===== src/rtl/reg_file_read_stage_pkg.sv =====
// Shared types for the RV32 register-file read stage: register indices,
// the decode-to-read-stage request bundle and default widths.
package reg_file_inc;

  localparam int XLEN_DEFAULT     = 32;
  localparam int NUM_REGS_DEFAULT = 32;

  typedef logic [4:0] reg_idx_t;

  localparam reg_idx_t REGISTER_X0 = 5'd0;

  typedef struct packed {
    reg_idx_t rs1;
    reg_idx_t rs2;
    reg_idx_t rd;
  } reg_file_read_params_t;

endpackage


===== src/rtl/reg_file_read_stage_scoreboard.sv =====
// Per-register pending-write tracker; set on issue, cleared on write-back (set wins).
// Hazard is combinational from current pending bits and this cycle's write-back.
module reg_scoreboard
  import reg_file_inc::*;
#(
  parameter int NUM_REGS = NUM_REGS_DEFAULT
) (
  input  logic     clk,
  input  logic     rst_n,
  input  reg_idx_t rs1,
  input  reg_idx_t rs2,
  input  reg_idx_t rd,
  input  logic     rd_we,
  input  logic     issue,
  input  logic     wb_valid,
  input  reg_idx_t wb_rd,
  output logic     hazard
);

  // Bit 0 exists only so any 5-bit index is in range; it is held at zero.
  logic [NUM_REGS-1:0] pending;
  logic [NUM_REGS-1:0] pending_nxt;
  logic                rs1_blk;
  logic                rs2_blk;
  logic                rd_blk;

  always_comb begin
    pending_nxt = pending;
    if (wb_valid && (wb_rd != REGISTER_X0)) pending_nxt[wb_rd] = 1'b0;
    if (issue && rd_we && (rd != REGISTER_X0)) pending_nxt[rd] = 1'b1;
    pending_nxt[0] = 1'b0;
  end

  always_ff @(posedge clk or negedge rst_n) begin
    if (!rst_n) pending <= '0;
    else        pending <= pending_nxt;
  end

  // A write-back landing this cycle releases its register immediately.
  assign rs1_blk = (rs1 != REGISTER_X0) && pending[rs1] && !(wb_valid && (wb_rd == rs1));
  assign rs2_blk = (rs2 != REGISTER_X0) && pending[rs2] && !(wb_valid && (wb_rd == rs2));
  assign rd_blk  = rd_we && (rd != REGISTER_X0) && pending[rd] && !(wb_valid && (wb_rd == rd));

  assign hazard = rs1_blk | rs2_blk | rd_blk;

endmodule


===== src/rtl/reg_file_read_stage.sv =====
// RV32 register-file read with write-back bypass and RAW/WAW stall; one-cycle latency.
// One-entry output register: in_ready drops on hazard or when the entry is held by !out_ready.
module reg_file_read_stage
  import reg_file_inc::*;
#(
  parameter int XLEN     = XLEN_DEFAULT,
  parameter int NUM_REGS = NUM_REGS_DEFAULT
) (
  input  logic                  clk,
  input  logic                  rst_n,
  input  logic                  in_valid,
  output logic                  in_ready,
  input  reg_file_read_params_t in_params,
  input  logic                  in_rd_we,
  input  logic                  wb_valid,
  input  reg_idx_t              wb_rd,
  input  logic [XLEN-1:0]       wb_data,
  output logic                  out_valid,
  input  logic                  out_ready,
  output logic [XLEN-1:0]       out_rs1_data,
  output logic [XLEN-1:0]       out_rs2_data,
  output reg_idx_t              out_rd,
  output logic                  out_rd_we
);

  logic [XLEN-1:0] regs [1:NUM_REGS-1];
  logic [XLEN-1:0] rs1_data;
  logic [XLEN-1:0] rs2_data;
  logic            hazard;
  logic            accept;
  logic            rd_we_eff;

  reg_scoreboard #(.NUM_REGS(NUM_REGS)) u_scoreboard (
    .clk      (clk),
    .rst_n    (rst_n),
    .rs1      (in_params.rs1),
    .rs2      (in_params.rs2),
    .rd       (in_params.rd),
    .rd_we    (in_rd_we),
    .issue    (accept),
    .wb_valid (wb_valid),
    .wb_rd    (wb_rd),
    .hazard   (hazard)
  );

  always_ff @(posedge clk or negedge rst_n) begin
    if (!rst_n) begin
      for (int i = 1; i < NUM_REGS; i++) regs[i] <= '0;
    end else if (wb_valid && (wb_rd != REGISTER_X0)) begin
      regs[wb_rd] <= wb_data;
    end
  end

  always_comb begin
    rs1_data = '0;
    if (in_params.rs1 != REGISTER_X0)
      rs1_data = (wb_valid && (wb_rd == in_params.rs1)) ? wb_data : regs[in_params.rs1];
  end

  always_comb begin
    rs2_data = '0;
    if (in_params.rs2 != REGISTER_X0)
      rs2_data = (wb_valid && (wb_rd == in_params.rs2)) ? wb_data : regs[in_params.rs2];
  end

  assign in_ready  = !hazard && (!out_valid || out_ready);
  assign accept    = in_valid && in_ready;
  assign rd_we_eff = in_rd_we && (in_params.rd != REGISTER_X0);

  always_ff @(posedge clk or negedge rst_n) begin
    if (!rst_n) begin
      out_valid    <= 1'b0;
      out_rs1_data <= '0;
      out_rs2_data <= '0;
      out_rd       <= REGISTER_X0;
      out_rd_we    <= 1'b0;
    end else if (accept) begin
      out_valid    <= 1'b1;
      out_rs1_data <= rs1_data;
      out_rs2_data <= rs2_data;
      out_rd       <= in_params.rd;
      out_rd_we    <= rd_we_eff;
    end else if (out_ready) begin
      out_valid    <= 1'b0;
    end
  end

endmodule


===== config.mk =====
export PLATFORM = sky130hd
export DESIGN_NAME = reg_file_read_stage
export DESIGN_NICKNAME = d
export VERILOG_FILES = /design/src/rtl/reg_file_read_stage_pkg.sv /design/src/rtl/reg_file_read_stage_scoreboard.sv /design/src/rtl/reg_file_read_stage.sv
export SDC_FILE = /design/constraint.sdc
export NUM_CORES = 2
export LEC_CHECK = 0
export BUFFER_PORTS_ARGS = -buffer_cell sky130_fd_sc_hd__buf_2
export CAP_MARGIN = 10
export CORE_ASPECT_RATIO = 0.7
export CORE_MARGIN = 1.5
export CORE_UTILIZATION = 25
export CTS_BUF_LIST = sky130_fd_sc_hd__clkbuf_4 sky130_fd_sc_hd__clkbuf_8
export CTS_CLUSTER_DIAMETER = 40
export DETAILED_ROUTE_END_ITERATION = 8
export SLEW_MARGIN = 20
export SYNTH_ARGS = -nofsm -noshare
export SYNTH_HDL_FRONTEND = slang
export SYNTH_HIERARCHICAL = 1
export SYNTH_SLANG_ARGS = --single-unit

===== constraint.sdc =====
create_clock -name clk -period 5.3 [get_ports clk]
set_input_delay 1.06 -clock clk [delete_from_list [all_inputs] [get_ports clk]]
set_output_delay 1.06 -clock clk [all_outputs]
set_load 0.02 [all_outputs]

# Word-level counts from Yosys, hierarchy flattened
# Index checks and enable logic that the tools add are counted.
# word_totals
elab_cells,114
in_bits,58
out_inout_bits,72
register_bits,1094
# op_classes
muxes,27
eq_ne,3
reduce_logical,29
n_bitwise,8
n_lt_le_gt_ge,10
# op_table
op,n
992-bit bitwise mux,1
32-bit 2-to-1 mux,11
32-bit binary-select mux with 5-bit select,2
32-bit demux with 5-bit select,1
32-bit AND,1
32-bit inverter,1
32-bit bitwise OR,1
5-bit by 6-bit < comparator with 1-bit output (second input constant),4
5-bit nonzero test,4
6-bit >= comparator (second input constant),3
1-bit logical AND,18
5-bit inverter with 6-bit output,3
1-bit binary-select mux with 5-bit select,3
5-bit == test,3
1-bit demux with 5-bit select,2
5-bit by 1-bit >= comparator with 1-bit output (second input constant),2
1-bit 2-to-1 mux,7
6-bit by 1-bit < comparator with 1-bit output (second input constant),1
1-bit logical NOT,5
1-bit bitwise OR,2
2-bit nonzero test,1
1-bit logical OR,1

# Longest topological paths before layout
# depth
depth_word,12
ltp_mapped,16
ltp_nobuf,13

# Cells and area by module
# Netlist, hierarchy kept.
# by_module_without_submodules
mod,instances,cells_per_inst,seq_area_each_um2,area_per_inst_um2
reg_file_read_stage,1,4021,26600.5,56548.0
reg_scoreboard,1,254,775.7,2449.8

# Worst setup path after synthesis
# No wires, ideal clock.
# synth_path
path_type,input to output
start,input in_params[13] in the netlist's numbering
end,output in_ready
arrival_ns,2.787
required_ns,4.240
path_buffers,1
path_slack_ns,1.453
cell_stages,9
path_cell_list,clkbuf_1 mux2_2 a311o_1 a211oi_1 a2111oi_0 o21ai_0 o211ai_1 inv_1 and2_1
# synth_via
elab_chain_len,8
elab_cells_between_ends,12
classes_between,1 x eq/ne; 2 x mux; 2 x bitwise; 7 x reduce/logical
# synth_lines
element,line,rtl
from (decl),reg_file_read_stage.sv:13,"input reg_file_read_params_t in_params,"
1-bit binary-select mux with 5-bit select / 5-bit == test (equally long branches),reg_file_read_stage_scoreboard.sv:40,assign rs1_blk = (rs1 != REGISTER_X0) && pending[rs1] && !(wb_valid && (wb_rd == rs1));
1-bit 2-to-1 mux (not written as such) / 1-bit logical AND (equally long branches),reg_file_read_stage_scoreboard.sv:40,
1-bit logical AND / 1-bit logical NOT (equally long branches),reg_file_read_stage_scoreboard.sv:40,
1-bit logical AND *,reg_file_read_stage_scoreboard.sv:40,
1-bit bitwise OR * (2 in a row),reg_file_read_stage_scoreboard.sv:44,assign hazard = rs1_blk | rs2_blk | rd_blk;
net hazard,reg_file_read_stage.sv:29,logic hazard;
1-bit logical NOT *,reg_file_read_stage.sv:66,assign in_ready = !hazard && (!out_valid || out_ready);
1-bit logical AND *,reg_file_read_stage.sv:66,
to (decl),reg_file_read_stage.sv:12,"output logic in_ready,"
# Mark *: on every way through the listed nets, which the timed path passes. The rest lies on a longest branch. The select of a mux whose other input is x is not followed.

# Final worst setup path
# layout_path
start,register u_scoreboard.pending[2]
end,output in_ready
# layout_via
elab_chain_len,8
elab_cells_between_ends,16
classes_between,6 x mux; 2 x bitwise; 8 x reduce/logical
# layout_lines
element,line,rtl
from (decl),reg_file_read_stage_scoreboard.sv:21,logic [NUM_REGS-1:0] pending;
from (signal assigned),reg_file_read_stage_scoreboard.sv:36,else pending <= pending_nxt;
"1-bit binary-select mux with 5-bit select, on equally long branches","reg_file_read_stage_scoreboard.sv:40, reg_file_read_stage_scoreboard.sv:41",
"1-bit 2-to-1 mux, on equally long branches","reg_file_read_stage_scoreboard.sv:40, reg_file_read_stage_scoreboard.sv:41",
"1-bit logical AND, on equally long branches (2 in a row)","reg_file_read_stage_scoreboard.sv:40, reg_file_read_stage_scoreboard.sv:41",
1-bit bitwise OR,reg_file_read_stage_scoreboard.sv:44,
1-bit bitwise OR *,reg_file_read_stage_scoreboard.sv:44,
net hazard,reg_file_read_stage.sv:29,
1-bit logical NOT *,reg_file_read_stage.sv:66,
1-bit logical AND *,reg_file_read_stage.sv:66,
# Marks and branches as above.

==> impl_metrics.tcl <==
set metrics [dict create \
    grt_pass1_vias 40980 \
    drtIter0Drc 4327 \
    gr-total-overflow 0 \
    grt_pass1_wl_mm 297.1 \
    gp_congestion 0.8529 \
    setup_violations 0 \
    vias 41050 \
    wire_per_inst_um 27.14 \
    antenna_found_initial 25 \
    areaGrowthSynthToFinish_pct 13.60 \
    synth_simple_gate_area_share_pct 3.597 \
    synth-async-reset-ratio_pct 100.0 \
    min_period_ns 4.216 \
    end_kind "output port" \
    leakagePower_uw 0.02836 \
    crit_path_top_delay_cell "mux4_1" \
    synth_fa_ha_area_share_pct 0 \
    final_cell_mix "dfrtp_1 (1094), mux2_2 (1087), mux4_2 (370)" \
    worstMarginPinSlew_ns 1.207 \
    synth_nets 4333 \
    drv_slew 0 \
    fin_skew_ns 0.08212 \
    cts_sinks 1094 \
    firstDrtPassIters 8 \
    cp.required_ns 4.24 \
    port_buffers 129 \
    rrSetupSlack_ns 1.55 \
    power.density_nw_per_um2 366.4 \
    r2r-start "u_scoreboard/pending[2]" \
    htree_levels 4 \
    wl_met3_mm 20.29 \
    synth-compound-area-share_pct 6.784 \
    ys_ff_latch 1094 \
    final_area_sq_um 67020 \
    crit_path_max_fanout 4 \
    drc 0 \
    wl_met1_mm 89.38 \
    path_class "register to output port" \
    fmax_mhz 237.2 \
    core_sq_um 233500 \
    routed.top_layer "met5" \
    synth_area_leaders "dfrtp_1 (46%), mux2_2 (21%), mux4_2 (14%), mux2i_1 (4.1%), a22oi_1 (1.4%)" \
    clkTransAtPathRegs_ns 0.06 \
    ioPinCount 130 \
    cts_made_buffers 183 \
    reg2reg_depth 11 \
    yosys.cell_types.count 69 \
    ctsResizeCount 0 \
    ctsHoldBuffers 0 \
    yosysWarnings 6 \
    start_util_pct 25.27 \
    grt_usage_pct 16.78 \
    layout_commonest_cell "dfrtp_1" \
    final_antenna_net_count 0 \
    peakVddDrop_mv 0.1726 \
    grt_setup_unrepaired "no" \
    synth_top_family_by_area "multiplexers" \
    die_area_sq_um 239000 \
    vias_per_cell 5.424 \
    fin_crit_sh_pct 79.55 \
    arrival_ns 3.16 \
    routed_wl_mm 205.4 \
    muxShareOfSynthArea_pct 39.20 \
    cts-root-buf "clkbuf_8" \
    setup-tns-final_ns 0 \
    synthCells 4275 \
    ys.flop_type "dfrtp_1" \
    finalHoldViolCount 0 \
    crit_path_max_incr_delay_ns 0.52 \
    cts_setup_buffers 0 \
    syn_area_sq_um 59000 \
    yosysTopAreaCell "dfrtp_1" \
    avgSynthCellArea_sq_um 13.80 \
    die_h_um 409.4 \
    crit_chain "mux4_1 > mux2_4 > nand3b_1 > o41ai_1 > a211oi_1 > o211ai_1 > inv_1 > and2_1 > buf_2" \
    crit-reg2reg-capture "out_rs1_data[29]" \
    hp-class "input port to async pin" \
    maxCapViolCount 0 \
    routed-wl-met2_mm 89.41 \
    tritoncts "built" \
    fillers 23510 \
    post-dp-hpwl_mm 123.9 \
    grt_max_degree 136 \
    drive_gt1_share_pct 47.64 \
    clk_latency_ns 0.93 \
    row_count 148 \
    synth_top_area_share_pct 46.40 \
    clk_path_buf_depth 4 \
    relSlewSlack_pct 19.23 \
    synthXorXnorAreaFrac_pct 0.3563 \
    nets 4347 \
    cp-start-kind "register" \
    dpl_cell_area_sq_um 63270 \
    die_w_um 583.6 \
    synth_edf_count 0 \
    ys_seq_area_share_pct 46.40 \
    status "finished, final reports clean" \
]
## cell usage after synthesis, types with 9 or more instances
master and instances:
a211oi_1 17, a21oi_1 26, a221oi_1 36, a22o_1 51
a22oi_1 111, a31oi_1 9, a32oi_1 14, a41oi_1 10
and3_1 39, buf_1 62, buf_2 100, buf_4 33
buf_6 27, clkbuf_1 222, dfrtp_1 1094, mux2_2 1087
mux2i_1 243, mux4_2 370, nand2_1 180, nand2b_1 9
nand3_1 18, nand3b_1 15, nand4_1 20, nor2_1 80
nor2b_1 20, nor3_1 18, o211ai_1 14, o21a_1 9
o21ai_0 122, o221ai_1 13, o22ai_1 53, o311ai_0 47
xnor2_1 11, xor2_1 13
## final cells by class
type	instances	area, sq um	area share, %
Clock buffer	283	3526	5.261
Tap cell	3150	3941	5.881
Inverter	6	22.52	0.03360
Sequential cell	1094	27380	40.85
Antenna cell	3	7.507	0.01120
Multi-Input combinational cell	2729	29720	44.34
Clock inverter	27	216.5	0.3230
Timing Repair Buffer	275	2212	3.301
## critical path: cells and delay by family, from the launching register on
family,cells,cell delay (ns)
flops,1,0.44
buf+inv,2,0.28
compound gates,3,0.56
simple gates,2,0.21
mux,2,0.80
## routing by layer
layer | up-vias | global-route usage (%)
met1 | 22080 | 23.73
met3 | 369 | 4.444
met4 | 4 | 4.923
met2 | 2106 | 24.97
met5 | - | 0
li1 | 16490 | -
## cells by family (layout without fill, tap and decap cells)
family | Yosys count | count (layout)
flip-flops | 1094 | 1094
other | 0 | 3
multiplexers | 1705 | 1705
AO/OA/AOI/OAI | 561 | 561
buffers and inverters | 452 | 591
XOR/XNOR | 24 | 24
AND/OR/NAND/NOR | 439 | 439
## flip-flops by register name (all words and copies together), names as in the netlist
signal	count
out_rd_we	1
u_scoreboard/pending	31
out_rs2_data	32
regs	992
out_rd	5
out_valid	1
out_rs1_data	32
## where the power goes
| part | switching [uW] | leakage (uW) | internal [uW] |
|---|---|---|---|
| clock network | 3660 | 0.00199 | 4310 |
| registers | 1260 | 0.0140 | 9980 |
| logic | 2430 | 0.0123 | 2910 |
| total | 7360 | 0.0284 | 17200 |
## metrics by stage
stage	setup WS [ns]	std cells	utilization [%]	total power (uW)	hold slack [ns]
after floorplan	1.453	4275	-	14800	0.4893
after global placement	0.8017	7254	27.10	16420	0.4619
after detailed placement	0.7785	7254	27.10	16660	0.4631
after CTS	1.070	7564	28.70	24650	0.2222
after global routing	0.9828	7566	28.70	25650	0.2202
final	1.084	7567	28.70	24560	0.1736
## how the worst max path moves through the flow
stage                             from                to  slack [ns]  depth (start not counted)
5_1_grt        u_scoreboard/pending[2]          in_ready        0.98                          9
3_3_place_gp              in_params[7]   out_rs1_data[9]        0.80                         12
2_1_floorplan            in_params[13]          in_ready        1.45                          9
3_5_place_dp              in_params[7]  out_rs1_data[19]        0.78                         12
6_report       u_scoreboard/pending[2]          in_ready        1.08                          9
4_1_cts        u_scoreboard/pending[2]          in_ready        1.07                          9
No activity file was read; power rests on OpenSTA's default activity.
